<file path="src/rtl/dbg_pkg.sv">
// Shared types and cause codes for the debug halt/resume sequencer.
package dbg_pkg;

   // Adjacent transitions along the main loop differ in one bit.
   typedef enum logic [2:0] {
      RUN      = 3'b000,
      DRAIN    = 3'b001,
      HALTED   = 3'b011,
      RESUMING = 3'b010,
      STEP     = 3'b100
   } dbg_state_e;

   localparam logic [2:0] CAUSE_EBREAK  = 3'd1;
   localparam logic [2:0] CAUSE_HALTREQ = 3'd3;
   localparam logic [2:0] CAUSE_STEP    = 3'd4;

endpackage

</file>
<file path="src/rtl/dbg_drain_timer.sv">
// Saturating drain-cycle counter: increments while enabled, clears when idle.
module dbg_drain_timer #(
   parameter int DRAIN_TIMEOUT = 64
) (
   input  logic                                 clk,
   input  logic                                 rst,
   input  logic                                 clr,
   input  logic                                 en,
   output logic [$clog2(DRAIN_TIMEOUT+1)-1:0]   cnt,
   output logic                                 done
);

   localparam int CNT_W = $clog2(DRAIN_TIMEOUT+1);
   localparam logic [CNT_W-1:0] LIMIT = CNT_W'(DRAIN_TIMEOUT);

   // Enable wins over clear so the entry edge already counts the first cycle.
   always_ff @(posedge clk or negedge rst) begin
      if (!rst) begin
         cnt <= '0;
      end else if (en) begin
         if (cnt != LIMIT) cnt <= cnt + CNT_W'(1);
      end else if (clr) begin
         cnt <= '0;
      end
   end

   assign done = (cnt == LIMIT);

endmodule

</file>
<file path="src/rtl/dbg_halt_ctrl.sv">
// Debug-mode entry/exit sequencer: stalls fetch, flushes, drains, halts, resumes.
module dbg_halt_ctrl
   import dbg_pkg::*;
#(
   parameter int DRAIN_TIMEOUT = 64
) (
   input  logic       clk,
   input  logic       rst,
   input  logic       haltreq,
   input  logic       resumereq,
   input  logic       step_en,
   input  logic       ebreak_commit,
   input  logic       instr_retire,
   input  logic       empty_core,
   output logic       debug_on,
   output logic       fetch_halt,
   output logic       flush_flag,
   output logic       halted,
   output logic       resumeack,
   output logic       dpc_we,
   output logic [2:0] dcsr_cause,
   output logic       drain_err
);

   localparam int CNT_W = $clog2(DRAIN_TIMEOUT+1);

   dbg_state_e       state_q, state_d;
   logic [2:0]       cause_d;
   logic [CNT_W-1:0] drain_cnt;
   logic             drain_done;
   logic             enter_drain;
   logic             empty_seen;
   logic             exit_hit;

   dbg_drain_timer #(.DRAIN_TIMEOUT(DRAIN_TIMEOUT)) u_timer (
      .clk  (clk),
      .rst  (rst),
      .clr  (state_q != DRAIN),
      .en   (state_d == DRAIN),
      .cnt  (drain_cnt),
      .done (drain_done)
   );

   // empty_core is ignored in the first DRAIN cycle, while the flush is still in flight.
   assign empty_seen  = empty_core && (drain_cnt > CNT_W'(1));
   assign exit_hit    = (state_q == DRAIN) && !dpc_we && (empty_seen || drain_done);
   assign enter_drain = (state_d == DRAIN) && (state_q != DRAIN);

   always_comb begin
      state_d = state_q;
      cause_d = dcsr_cause;
      case (state_q)
         RUN: begin
            if (ebreak_commit) begin
               state_d = DRAIN;
               cause_d = CAUSE_EBREAK;
            end else if (haltreq) begin
               state_d = DRAIN;
               cause_d = CAUSE_HALTREQ;
            end
         end
         // dpc_we marks the final DRAIN cycle; the halt takes effect on the next edge.
         DRAIN: begin
            if (dpc_we) state_d = HALTED;
         end
         HALTED: begin
            if (resumereq && !haltreq) state_d = RESUMING;
         end
         RESUMING: begin
            state_d = step_en ? STEP : RUN;
         end
         STEP: begin
            if (ebreak_commit) begin
               state_d = DRAIN;
               cause_d = CAUSE_EBREAK;
            end else if (haltreq) begin
               state_d = DRAIN;
               cause_d = CAUSE_HALTREQ;
            end else if (instr_retire) begin
               state_d = DRAIN;
               cause_d = CAUSE_STEP;
            end
         end
         default: begin
            state_d = RUN;
         end
      endcase
   end

   always_ff @(posedge clk or negedge rst) begin
      if (!rst) begin
         state_q    <= RUN;
         flush_flag <= 1'b0;
         dpc_we     <= 1'b0;
         resumeack  <= 1'b0;
         dcsr_cause <= '0;
         drain_err  <= 1'b0;
      end else begin
         state_q    <= state_d;
         flush_flag <= enter_drain;
         dpc_we     <= exit_hit;
         resumeack  <= (state_d == RESUMING) && (state_q != RESUMING);
         dcsr_cause <= cause_d;
         if (exit_hit && !empty_seen) drain_err <= 1'b1;
         else if (state_q == RESUMING) drain_err <= 1'b0;
      end
   end

   assign debug_on   = (state_q == HALTED);
   assign halted     = (state_q == HALTED);
   assign fetch_halt = (state_q == DRAIN) || (state_q == HALTED);

endmodule

</file>
<file path="config.mk">
export PLATFORM = sky130hd
export DESIGN_NAME = dbg_halt_ctrl
export DESIGN_NICKNAME = d
export VERILOG_FILES = /design/src/rtl/dbg_pkg.sv /design/src/rtl/dbg_drain_timer.sv /design/src/rtl/dbg_halt_ctrl.sv
export SDC_FILE = /design/constraint.sdc
export NUM_CORES = 1
export LEC_CHECK = 0
export CORE_MARGIN = 2
export CORE_UTILIZATION = 50
export CTS_CLUSTER_SIZE = 14
export DETAILED_ROUTE_END_ITERATION = 16
export HOLD_SLACK_MARGIN = 0.15
export PLACE_DENSITY = 0.77
export SKIP_LAST_GASP = 1
export SYNTH_ARGS = -nofsm -noshare
export SYNTH_HDL_FRONTEND = slang
export SYNTH_SLANG_ARGS = --single-unit
</file>
<file path="constraint.sdc">
create_clock -name clk -period 4.2 [get_ports clk]
set_clock_uncertainty 0.15 [all_clocks]
set_input_delay 0.42 -clock clk [delete_from_list [all_inputs] [get_ports clk]]
set_output_delay 0.42 -clock clk [all_outputs]
set_load 0.02 [all_outputs]
</file>
; ---- Word level (Yosys, flattened, before mapping)
; Cells that the tools add are included.
[word_totals]
word_cells = 60
ff_bits = 17
[classes]
n_addsub = 1
n_reduce_logical = 18
n_eq_ne = 13
muxes = 20
magnitude_cmp = 1
[op_table]
columns = operator, n
row1 = $mux W3, 13
row2 = $mux W7, 3
row3 = $pmux W3 S5, 1
row4 = $eq A3 B2 Y1 const B, 3
row5 = $add A7 B1 Y7 const B, 1
row6 = $eq A7 B7 Y1 const B, 1
row7 = $gt A7 B1 Y1 const B, 1
row8 = $logic_and A1 B1 Y1, 7
row9 = $ne A7 B7 Y1 const B, 1
row10 = $eq A3 B1 Y1 const B, 2
row11 = $pmux W3 S2, 1
row12 = $reduce_bool A2 Y1, 3
row13 = $ne A4 B4 Y1 const B, 1
row14 = $eq A3 B3 Y1 const B, 1
row15 = $logic_not A1 Y1, 3
row16 = $logic_not A3 Y1, 1
row17 = $ne A3 B1 Y1 const B, 1
row18 = $ne A3 B2 Y1 const B, 1
row19 = $ne A3 B3 Y1 const B, 1
row20 = $reduce_and A3 Y1, 1
row21 = $logic_or A1 B1 Y1, 2
row22 = $mux W1, 2
row23 = $ne A2 B2 Y1 const B, 1
row24 = $reduce_and A2 Y1, 1

; ---- Longest topological paths before layout
; Gate-level depths: netlist of the first run.
[logic_depth]
depth_word = 7
mapped_depth = 7

; ---- Cells and area by module
; From an unflattened synthesis of the first run, not the netlist that was laid out.
[unflattened]
cells_unflattened = 96
area_unflattened_um2 = 913.4
[by_module_without_submodules]
columns = mod, cells_per_inst, instances, area_per_inst_um2
row1 = dbg_halt_ctrl, 48, 1, 471.7
row2 = dbg_drain_timer, 48, 1, 441.7

; ---- Worst setup path before layout of the first run
; No wires, ideal clock.
[synth_path]
kind = register to output
from = reg state_q[2]
to = out halted
t_required_ps = 3630
path_stages_with_launch = 5
n_path_buf = 1
arrival_ps = 1308
slack_ps = 2322
cell_sequence = dfrtp_1 -> or2b_2 -> inv_1 -> and2_2 -> buf_4
[synth_between]
elab_chain_len = 1
[synth_rtl]
columns = element, line_no
row1 = "start, declared", dbg_halt_ctrl.sv:27  ; dbg_state_e state_q, state_d;
row2 = "start signal, assigned", dbg_halt_ctrl.sv:99  ; state_q <= state_d;
row3 = $eq A3 B2 Y1, n/a
row4 = "end, declared", dbg_halt_ctrl.sv:18  ; output logic halted,
; No other way between the ends.

; ---- Final worst setup path of the first run
[layout_path]
from = reg state_q[2]
to = out debug_on
[layout_between]
elab_chain_len = 1
[layout_rtl]
columns = element, line_no
row1 = $eq A3 B2 Y1, dbg_halt_ctrl.sv:109  ; assign debug_on = (state_q == HALTED);
row2 = "end, declared", dbg_halt_ctrl.sv:15  ; output logic debug_on,
; No other way between the ends.

==> flow_summary.json, run 1 <==
{
  "status": "completed",
  "ir_drop_v": 0.000272,
  "cts.htree.levels": 1,
  "cp_cell_sequence": "or2b_2 > inv_1 > and2_2 > clkdlybuf4s50_1",
  "cap_violations": 0,
  "antenna_found_initial": 0,
  "critical_path.max_stage_delay_ns": 0.60,
  "cp.arrival_ns": 1.93,
  "core_mm2": 0.00176,
  "final_cells": 137,
  "netlist_instances": 95,
  "p_leak_uw": 0.000486,
  "track_usage": 0.192,
  "drtIter0Drc": 18,
  "cp.required_ns": 3.63,
  "fp.dieH_um": 47.6,
  "via_count": 766,
  "syn_nets": 106,
  "clk_pin_slew_ns": 0.10,
  "setup_violations": 0,
  "diodes": 0,
  "post-dp-hpwl_um": 1380,
  "drtPass1Iterations": 4,
  "critPathCaptureType": "output pin",
  "critPathBufInv": 2,
  "synth_cell_types": 36,
  "tightest_slew_ns": 0.789,
  "worstHoldEndpoint": "dcsr_cause[2]$_DFFE_PN0P_",
  "hold_path_depth": 1,
  "regToRegSetupSlack_ns": 2.32,
  "cts_resized": 0,
  "grt_pass1_vias": 685,
  "r2r-end": "u_timer.cnt[3]$_DFFE_PN0P_",
  "cts_tree": "yes",
  "place_area_mm2": 0.00112,
  "grt_pass1_wl_um": 2990,
  "clk_latency_ns": 0.29,
  "die_area_mm2": 0.00227,
  "synth_area_leaders": "dfrtp_1 (45%), nand3_1 (4.7%), nor2_1 (4.3%)",
  "finalHoldViolations": 0,
  "drv_slew": 0,
  "finalSetupTns_ns": 0,
  "via_per_inst": 5.59,
  "ios": 18,
  "grt_max_degree": 18,
  "synth_edf_count": 0,
  "die_w_um": 47.6,
  "routed_wirelength_um": 1870,
  "rsz0062_at_grt": "false",
  "yosysWarnings": 0,
  "period_share": 0.595,
  "routedWlPerCell_um": 13.6,
  "cts_buffer_depth": 2,
  "finalInstanceArea_mm2": 0.00114,
  "syn_area_um2": 952,
  "synth_top_cell_by_area": "dfrtp_1",
  "worstHoldStart": "dcsr_cause[2]$_DFFE_PN0P_",
  "reg2reg_depth": 4,
  "overflow": 0,
  "drive_gt1_frac": 0.125,
  "setup_ws_ns": 1.70,
  "post-place-cells": 133,
  "slew_headroom": 0.472,
  "path_class": "reg2out",
  "nNetsFinal": 124,
  "seqCellArea_um2": 425,
  "initial_core_util": 0.540,
  "yosys_most_used_dff": "dfrtp_1",
  "crit_fanout": 7,
  "pwr_density_cell_mw_per_mm2": 611,
  "r2r-start": "u_timer.cnt[4]$_DFFE_PN0P_",
  "holdCritPathClass": "reg2reg",
  "path_delay_family": "buffers and inverters",
  "ys_ff_latch": 17,
  "route.detailed.drc": 0,
  "cts_buffers": 3,
  "fill_cells": 151,
  "place_ws_ns": 2.02,
  "rows": 15,
  "cp-start-kind": "flop",
  "hold_buffers": 0,
  "post-route-util": 0.649,
  "async_flop_share": 1.00,
  "place.gp.congestion": 0.867,
  "yosysTopAreaCellShare": 0.447,
  "area_growth_pct": 20.2,
  "cts-root-buf": "clkbuf_4",
  "crit_slowest_cell": "clkdlybuf4s50_1",
  "fmax_ghz": 0.400,
  "syn_area_per_cell_um2": 10.0,
  "layout_min_cycle_time_ns": 2.50,
  "portBuffers": 17,
  "multi_input_area_um2": 469,
  "yosysSeqAreaShare": 0.447,
  "clkSinkCount": 17,
  "antenna_left": 0,
  "cts_setup_buffers": 0
}
==> layer usage <==
metal	wire length [um]	share of wire	global-route usage	up-vias
met5	0	0	0	-
met3	55	0.029	0.0453	2
met1	941	0.50	0.271	368
met4	16	0.0086	0.0811	0
li1	-	-	-	380
met2	854	0.46	0.284	16
==> cell families after synthesis <==
family,Yosys count,share of synthesized area
compound gates,26,0.209
fa+ha+maj,3,0.0394
buf+inv,10,0.0604
flops,17,0.447
mux,1,0.0105
simple gates,38,0.234
==> metrics by stage <==
step | hold WS [ns] | total power, uW
after floorplan | -0.0256 | 536
after global placement | 0.324 | 607
after detailed placement | 0.329 | 617
after CTS | 0.351 | 705
after global routing | 0.401 | 754
final | 0.346 | 700
==> power breakdown <==
part | total, uW | switching, uW | internal [uW]
clock network | 87.8 | 51.0 | 36.9
registers | 264 | 56.5 | 207
logic | 348 | 190 | 157
total | 700 | 298 | 402
==> synthesized netlist by cell type, types with 2 or more instances <==
library cell,count
inv_1,6
a22oi_1,2
nand2_1,4
a21oi_1,2
o21ai_0,5
a31oi_1,6
dfrtp_1,17
nor2_1,11
buf_6,2
nor3_1,2
ha_1,3
o21ai_1,2
nand3_1,9
nand2b_1,2
==> worst reg2reg max path, delay by kind of cell (launching register included) <==
kind / cells / cell delay, ns
AO/OA/AOI/OAI: 2 / 0.50
AND/OR/NAND/NOR: 2 / 0.69
flip-flops: 1 / 0.46
==> state kept, by name (all words and copies together), names as in the netlist <==
| signal | count |
|---|---|
| drain_err | 1 |
| dpc_we | 1 |
| flush_flag | 1 |
| u_timer.cnt | 7 |
| resumeack | 1 |
| state_q | 3 |
| dcsr_cause | 3 |
==> worst max-delay path by stage <==
| stage | start | to | slack [ns] | cells past startpoint |
|---|---|---|---|---|
| floorplan | state_q[2]$_DFF_PN0_ | halted | 2.32 | 4 |
| finish | state_q[2]$_DFF_PN0_ | debug_on | 1.70 | 4 |
| detailed placement | state_q[2]$_DFF_PN0_ | debug_on | 2.02 | 4 |
| CTS | state_q[2]$_DFF_PN0_ | debug_on | 1.71 | 4 |
| global placement | state_q[2]$_DFF_PN0_ | halted | 2.07 | 4 |
| global route | state_q[2]$_DFF_PN0_ | debug_on | 1.62 | 4 |
==> cell type report <==
cell class                      instances  share of cell area
Clock buffer                            4              0.0230
Tap cell                               25              0.0273
Sequential cell                        17               0.372
Multi-Input combinational cell         68               0.410
Timing Repair Buffer                   17               0.149
Inverter                                6              0.0197
==> cells in the final DEF (no fill, tap or decap), drive strengths merged, types with 3 or more instances in the layout <==
cell	instances
nand2	4
ha	3
nand3	10
clkbuf	4
o21ai	8
nor2	11
dfrtp	17
clkdlybuf4s50	17
inv	6
a31oi	6
Power figures use the tool's default switching activity.
==> run 2, diff against run 1 <==
--- a/config.mk
+++ b/config.mk
@@ -6,11 +6,11 @@
 export NUM_CORES = 1
 export LEC_CHECK = 0
 export CORE_MARGIN = 2
-export CORE_UTILIZATION = 50
+export CORE_UTILIZATION = 45
 export CTS_CLUSTER_SIZE = 14
 export DETAILED_ROUTE_END_ITERATION = 16
 export HOLD_SLACK_MARGIN = 0.15
-export PLACE_DENSITY = 0.77
+export PLACE_DENSITY = 0.73
 export SKIP_LAST_GASP = 1
 export SYNTH_ARGS = -nofsm -noshare
 export SYNTH_HDL_FRONTEND = slang
==> constraint.sdc (replaced) <==
create_clock -name clk -period 2.1 [get_ports clk]
set_clock_uncertainty 0.15 [all_clocks]
set_input_delay 0.21 -clock clk [delete_from_list [all_inputs] [get_ports clk]]
set_output_delay 0.21 -clock clk [all_outputs]
set_load 0.02 [all_outputs]
==> flow_summary.json, run 2 (synthesized netlist as in run 1, its figures left out) <==
{
  "status": "completed",
  "clk_pin_slew_ns": 0.10,
  "ios": 18,
  "drtPass1Iterations": 4,
  "routed_wirelength_um": 1760,
  "routedWlPerCell_um": 12.4,
  "cp-start-kind": "flop",
  "via_per_inst": 5.50,
  "post-dp-hpwl_um": 1320,
  "holdCritPathClass": "in2reg",
  "tightest_slew_ns": 0.439,
  "ir_drop_v": 0.000664,
  "portBuffers": 17,
  "grt_pass1_wl_um": 3080,
  "finalSetupTns_ns": 0,
  "setup_violations": 0,
  "r2r-start": "state_q[2]$_DFF_PN0_",
  "route.detailed.drc": 0,
  "place.gp.congestion": 0.809,
  "pwr_density_cell_mw_per_mm2": 1180,
  "fp.dieH_um": 50,
  "diodes": 0,
  "grt_max_degree": 18,
  "cap_violations": 0,
  "cts_tree": "yes",
  "cts_buffers": 3,
  "endpoint": "debug_on",
  "critPathCaptureType": "output pin",
  "finalHoldViolations": 0,
  "rsz0062_at_grt": "false",
  "place_ws_ns": 0.164,
  "hold_ws_ns": 0.338,
  "antenna_left": 0,
  "cts_buffer_depth": 2,
  "slew_headroom": 0.707,
  "die_area_mm2": 0.00250,
  "regToRegSetupSlack_ns": 0.21,
  "layout_commonest_cell": "dfrtp_1",
  "nNetsFinal": 127,
  "p_leak_uw": 0.000508,
  "grt_pass1_vias": 727,
  "cp.required_ns": 1.74,
  "drive_gt1_frac": 0.139,
  "reg2reg_depth": 5,
  "hold_path_depth": 3,
  "fmax_ghz": 0.503,
  "crit_fanout": 6,
  "final_cell_mix": "dfrtp_1 (17), clkdlybuf4s50_1 (14), nor2_1 (11)",
  "drtIter0Drc": 20,
  "clk_latency_ns": 0.29,
  "die_w_um": 50,
  "layout_min_cycle_time_ns": 1.99,
  "period_share": 0.946,
  "path_class": "reg2out",
  "via_count": 781,
  "drv_slew": 0,
  "clkSinkCount": 17,
  "area_growth_pct": 22.7,
  "cp-startpoint": "state_q[0]$_DFF_PN0_",
  "cp.arrival_ns": 1.63,
  "overflow": 0,
  "largest_reg_flops": 7,
  "initial_core_util": 0.480,
  "rows": 16,
  "antenna_found_initial": 0,
  "track_usage": 0.162,
  "setup_ws_ns": 0.113,
  "cts.htree.levels": 1,
  "cts-root-buf": "clkbuf_4",
  "core_mm2": 0.00198,
  "reg_top3": "u_timer.cnt (7), dcsr_cause (3), state_q (3)",
  "fill_cells": 173,
  "top_register": "u_timer.cnt",
  "r2r-end": "u_timer.cnt[5]$_DFFE_PN0P_"
}
run 2: cell count changes in the layout (fill, tap and decap cells not counted), sizes merged:
cell,change
dlygate4sd3,+1
dlygate4sd2,+3
clkdlybuf4s50,-3
buf,+2
run 2: worst min-delay path by stage:
stage | start | end
5_1_grt | step_en | state_q[2]$_DFF_PN0_
3_5_place_dp | drain_err$_DFFE_PN0P_ | drain_err$_DFFE_PN0P_
2_1_floorplan | rst | dcsr_cause[0]$_DFFE_PN0P_
4_1_cts | step_en | state_q[2]$_DFF_PN0_
6_report | step_en | state_q[2]$_DFF_PN0_
3_3_place_gp | state_q[0]$_DFF_PN0_ | state_q[2]$_DFF_PN0_
run 2: repair_timing:
action	in CTS	in global routing
buffers inserted	0	0
hold buffers	1	0
endpoints found under the setup margin	3	0
gates resized for setup	3	0
endpoints found under the hold margin	17	0
run 2: critical path, stage by stage, from the launching register on:
cell           delay, ns
dfrtp_1             0.43
or2b_2              0.37
inv_1               0.08
and2_2              0.14
dlygate4sd2_1       0.32
run 2: layout make-up:
type	count	area (um2)	area share
clock buffers	4	26.3	0.0225
inverters	6	22.5	0.0193
multi-input cells	68	469	0.401
flip-flops and latches	17	425	0.364
well taps	27	33.8	0.0289
repair buffers	20	191	0.164
run 2: stage by stage:
| step | total power, uW | cells | utilization | cell area (um2) |
|---|---|---|---|---|
| after CTS | 1390 | 142 | 0.590 | 1170 |
| after detailed placement | 1230 | 137 | 0.573 | 1140 |
| after global placement | 1220 | 137 | 0.573 | 1140 |
| final | 1380 | 142 | 0.590 | 1170 |
| after floorplan | 1070 | 95 | - | 952 |
| after global routing | 1490 | 142 | 0.590 | 1170 |
run 2: where the power goes:
group | internal [uW] | total (uW) | switching, uW | leakage [uW]
Combinational | 303 | 682 | 379 | 0.000275
Clock | 73.9 | 175 | 101 | 0.0000150
Sequential | 415 | 523 | 108 | 0.000218
run 2: routing by layer:
layer / vias up / share of wire / track usage / routed length, um
met1: 369 / 0.48 / 0.216 / 837
met5: - / 0 / 0 / 0
met3: 5 / 0.038 / 0.0364 / 67
li1: 385 / - / - / -
met4: 0 / 0.020 / 0.0694 / 36
met2: 22 / 0.47 / 0.248 / 820
==> edit 1: new RTL, flow settings as in run 2 <==
The 5 states of `dbg_state_e` get a one-hot encoding in 5 bits.
--- a/src/rtl/dbg_pkg.sv
+++ b/src/rtl/dbg_pkg.sv
@@ -2,12 +2,12 @@
 package dbg_pkg;
 
    // Adjacent transitions along the main loop differ in one bit.
-   typedef enum logic [2:0] {
-      RUN      = 3'b000,
-      DRAIN    = 3'b001,
-      HALTED   = 3'b011,
-      RESUMING = 3'b010,
-      STEP     = 3'b100
+   typedef enum logic [4:0] {
+      RUN      = 5'b00001,
+      DRAIN    = 5'b00010,
+      HALTED   = 5'b00100,
+      RESUMING = 5'b01000,
+      STEP     = 5'b10000
    } dbg_state_e;
 
    localparam logic [2:0] CAUSE_EBREAK  = 3'd1;
Function: no difference found for any inputs over 10 cycles, from zero or initial values and one cycle with rst low; not proved beyond that.
==> edit 1 against run 2 <==
Clock power is 5% higher; die area is 11% higher; largest power group unchanged; power is 0.44% higher; worst setup slack better by 12 ps; sequential cell count is 2 higher; core utilization is 3.9 points higher; critical endpoint is now u_timer.cnt[5]; final area is 20% higher; wire length is 42% higher; critical path depth stayed put; register-to-register slack worse by 90 ps; area after synthesis is 12% higher.
==> edit 1: results (changes against run 2) <==
Syn Nets: 123 (+16%)
Pin count of the biggest net entering global routing: 13 (-5)
Synthesized flop and latch total: 19 (+2)
Hold endpoint: dcsr_cause[1]
CP max-delay cell: dfstp_2
Fin Hold WS: 339 ps (+1.50 ps)
Layout cells sized above 1: 0.166 (+0.0264)
Worst flop-to-flop path startpoint: state_q[0]
Met2 routed WL: 1350 µm (+65%)
FF/Latch Area: 477 µm² (+12%)
Top delay family on crit path: flip-flops
Synth area leaders: dfrtp_1 42%, o21ai_0 4.2%, ha_1 3.5%
Placed cell area: 1360 µm² (+19%)
ClkCell Share: 0.0196 (-0.00289)
Comb power frac: 0.489 (-0.005)
Seq pwr: 0.000524 W (about the same)
Seq/Total Area, Yosys: 0.445 (-0.00169)
Post-synth top cells: 18 x dfrtp_1, 9 x o21ai_0, 7 x a21oi_1, 7 x nand2_1, 7 x nor2_1
#MultiIn Comb: 84 (+24%)
R2r setup slk: 120 ps (-90 ps)
Min-delay worst type: reg2reg
Worst hold path cell count: 2 (-1)
Signal buf overhead: 0.200 (+0.0365)
Via count: 998 (+28%)
Worst reg2reg path depth: 4 (-1)
Status: completed
DP Cell Count: 167 (+22%)
Sw Share: 0.390 (-0.0359)
Area growth syn-to-layout: 31.2%
DRT Wirelength: 2510 µm (+42%)
Cells after Synth: 112 (+18%)
DR WL met3: 120 µm (+79%)
Final HPWL DP: 2000 µm (+51%)
Starting DRT DRC Count: 9 (-55%)
CP max FO: 10 (+4)
Vias in the first global route: 990 (+36%)
Fraction of area in multi-input gates: 0.400 (-0.00168)
# fillers: 202 (+17%)
DR WL/cell: 14.5 µm (+17%)
First-pass GRT wire length: 4430 µm (+44%)
M3 GR Usage: 0.0486 (+0.0122)
edit 1: cell types whose count changed in the layout (fill, tap and decap cells not counted), sizes merged, moves of 3 or more:
cell | before | now
a21oi | 2 | 7
a31oi | 6 | 2
buf | 2 | 14
nand2 | 4 | 7
nand3 | 10 | 4
nor2 | 11 | 7
nor2b | 0 | 4
nor3 | 2 | 7
or3 | 0 | 5
edit 1: kinds of logic after synthesis:
logic type | share of synthesized area
AOI/OAI and AO/OA | 0.215
xor gates and xnor gates | 0.0234
adders and majority gates | 0.0351
buffers and inverters | 0.0362
DFF | 0.445
and+or+nand+nor | 0.245
edit 1: worst max-delay path by stage:
stage	slack [ps]	from	end	depth (start not counted)
floorplan	300	state_q[0]	u_timer.cnt[5]	4
global placement	60	ebreak_commit	u_timer.cnt[5]	5
detailed placement	-20	ebreak_commit	u_timer.cnt[5]	5
CTS	80	state_q[0]	halted	4
global route	1	state_q[0]	fetch_halt	4
finish	120	state_q[0]	u_timer.cnt[5]	4
==> edit 2: new RTL, config.mk and constraints of run 2 <==
Without the edit above. `DRAIN_TIMEOUT` is set to 64 in 2 places; all go to 128.
--- a/src/rtl/dbg_drain_timer.sv
+++ b/src/rtl/dbg_drain_timer.sv
@@ -1,6 +1,6 @@
 // Saturating drain-cycle counter: increments while enabled, clears when idle.
 module dbg_drain_timer #(
-   parameter int DRAIN_TIMEOUT = 64
+   parameter int DRAIN_TIMEOUT = 128
 ) (
    input  logic                                 clk,
    input  logic                                 rst,
--- a/src/rtl/dbg_halt_ctrl.sv
+++ b/src/rtl/dbg_halt_ctrl.sv
@@ -2,7 +2,7 @@
 module dbg_halt_ctrl
    import dbg_pkg::*;
 #(
-   parameter int DRAIN_TIMEOUT = 64
+   parameter int DRAIN_TIMEOUT = 128
 ) (
    input  logic       clk,
    input  logic       rst,
Formal check against the unedited RTL: no difference found for any inputs over 10 cycles, from zero or initial values and one cycle with rst low; that may be too few to reach the edited logic, so the function may still have changed.
==> edit 2 against run 2 <==
Sequential power decreased by 1%; wire length grew 36%; sequential cell count grew 1; first-iteration DRC count decreased by 20%; power is 16% higher; combinational power increased by 26%; non-clock buffer count rose by 6; area after synthesis increased by 11%; final area grew 15%; worst setup slack improved by 57 ps.
==> edit 2: results (changes against run 2) <==
Initial antenna violation count: 0 (unchanged)
Seq/Total Area, Yosys: 0.425 (-0.0223)
Final HPWL DP: 1800 µm (+36%)
Crit Path Class: reg2reg
Min-delay worst type: reg2reg
Synth area leaders: dfrtp_1 42%, ha_1 4.7%, nor2_1 3.5%
Clk buf depth: 2 (unchanged)
Met2 Use GR: 0.369 (+0.121)
Nets: 147 (+16%)
Status: completed
Worst flop-to-flop path startpoint: u_timer.cnt[5]
DRT Wirelength: 2390 µm (+36%)
Tmin final: 1930 ps (-56.5 ps)
Pin count of the biggest net entering global routing: 19 (+1)
Critical Path AT: 2010 ps (+380 ps)
Setup crit end: u_timer.cnt[0]
Most used DFF post-synth: dfrtp_1
Maximum VDD drop: 0.000572 V (-14%)
Post-synth EDFFs: 0 (unchanged)
Syn Nets: 121 (+14%)
Switching power: 0.000683 W (+16%)
Met1 usage: 0.239 (+0.0226)
R2r setup slk: 170 ps (-40 ps)
GRT Total Usage: 0.207 (+0.0452)
CP max FO: 4 (-2)
Post-synth top cells: 18 x dfrtp_1, 10 x nor2_1, 9 x inv_1
Setup slack after placement: 54.7 ps (-110 ps)
First-pass GRT wire length: 4110 µm (+33%)
Starting DRT DRC Count: 16 (-20%)
Layout cells sized above 1: 0.149 (+0.0101)
Clock Root Buffer: clkbuf_4
LEAKAGE: 0.598 nW (+18%)
Yosys cell types: 41 (+14%)
Largest registers: u_timer.cnt x8, dcsr_cause x3, state_q x3
Gpl congestion: 0.881 (+8.9%)
Worst-Skew Late Latency: 300 ps
Worst reg2reg path depth: 4 (-1)
Tightest Pin Transition: 445 ps (+6.48 ps)
M3 GR Usage: 0.0257 (-0.0106)
Via count: 928 (+19%)
Vias in the first global route: 947 (+30%)
Worst hold start: drain_err
## edit 2: how the worst min path moves through the flow
stage | endpoint | slack, ps | cells past startpoint
floorplan | dcsr_cause[0] | -240 | 0
CTS | drain_err | 350 | 2
global placement | drain_err | 330 | 2
global route | drain_err | 370 | 2
detailed placement | drain_err | 320 | 2
finish | drain_err | 340 | 2
## edit 2: final cells by class
type | instances | area [µm²]
clock buffer | 4 | 36.3
fill | 209 | 865
inverter | 9 | 33.8
multi-input combinational | 77 | 552
sequential | 18 | 450
tap | 28 | 35.0
timing repair buffer | 26 | 240
## edit 2: through the flow
step	hold WS, ps	instances	power (W)	util	instance area, µm²
6_report	340	162	0.00159	0.609	1350
5_1_grt	368	162	0.00170	0.609	1350
4_1_cts	346	162	0.00160	0.608	1350
3_5_place_dp	320	157	0.00138	0.588	1300
3_3_place_gp	325	157	0.00137	0.588	1300
2_1_floorplan	-236	109	0.00105	-	1060
## edit 2: power by group through the flow
stage / combinational, W / clock (W) / sequential [W]
after floorplan: 0.000484 / 0 / 0.000566
after global routing: 0.000928 / 0.000237 / 0.000535
after CTS: 0.000856 / 0.000225 / 0.000518
final: 0.000857 / 0.000219 / 0.000518
after detailed placement: 0.000864 / 0 / 0.000521
after global placement: 0.000846 / 0 / 0.000519
## edit 2: cells by family (layout without fill, tap and decap cells)
kind of cell	after synthesis	after routing	synth area share
simple gates	44	44	0.251
mux	2	2	0.0189
fa+ha+maj	4	4	0.0472
xor+xnor	2	2	0.0165
compound gates	25	25	0.186
buf+inv	14	39	0.0554
flops	18	18	0.425
## edit 2: what timing repair did
item / 4_1_cts / 5_1_grt
pin swaps: 0 / 0
hold buffers: 1 / 0
resized for setup: 2 / 1
hold endpoints to repair: 18 / 0
setup endpoints to repair: 2 / 1
## edit 2: routing by layer
metal,up-vias,share of wire
met3,7,0.023
met4,0,0.025
met2,21,0.49
met1,450,0.46
met5,-,0
li1,450,-
## edit 2: worst max-delay path: stages (launching register included)
cell	delay, ps
dfrtp_1	400
or4_4	550
or3_4	410
nand4b_4	170
a31oi_1	160
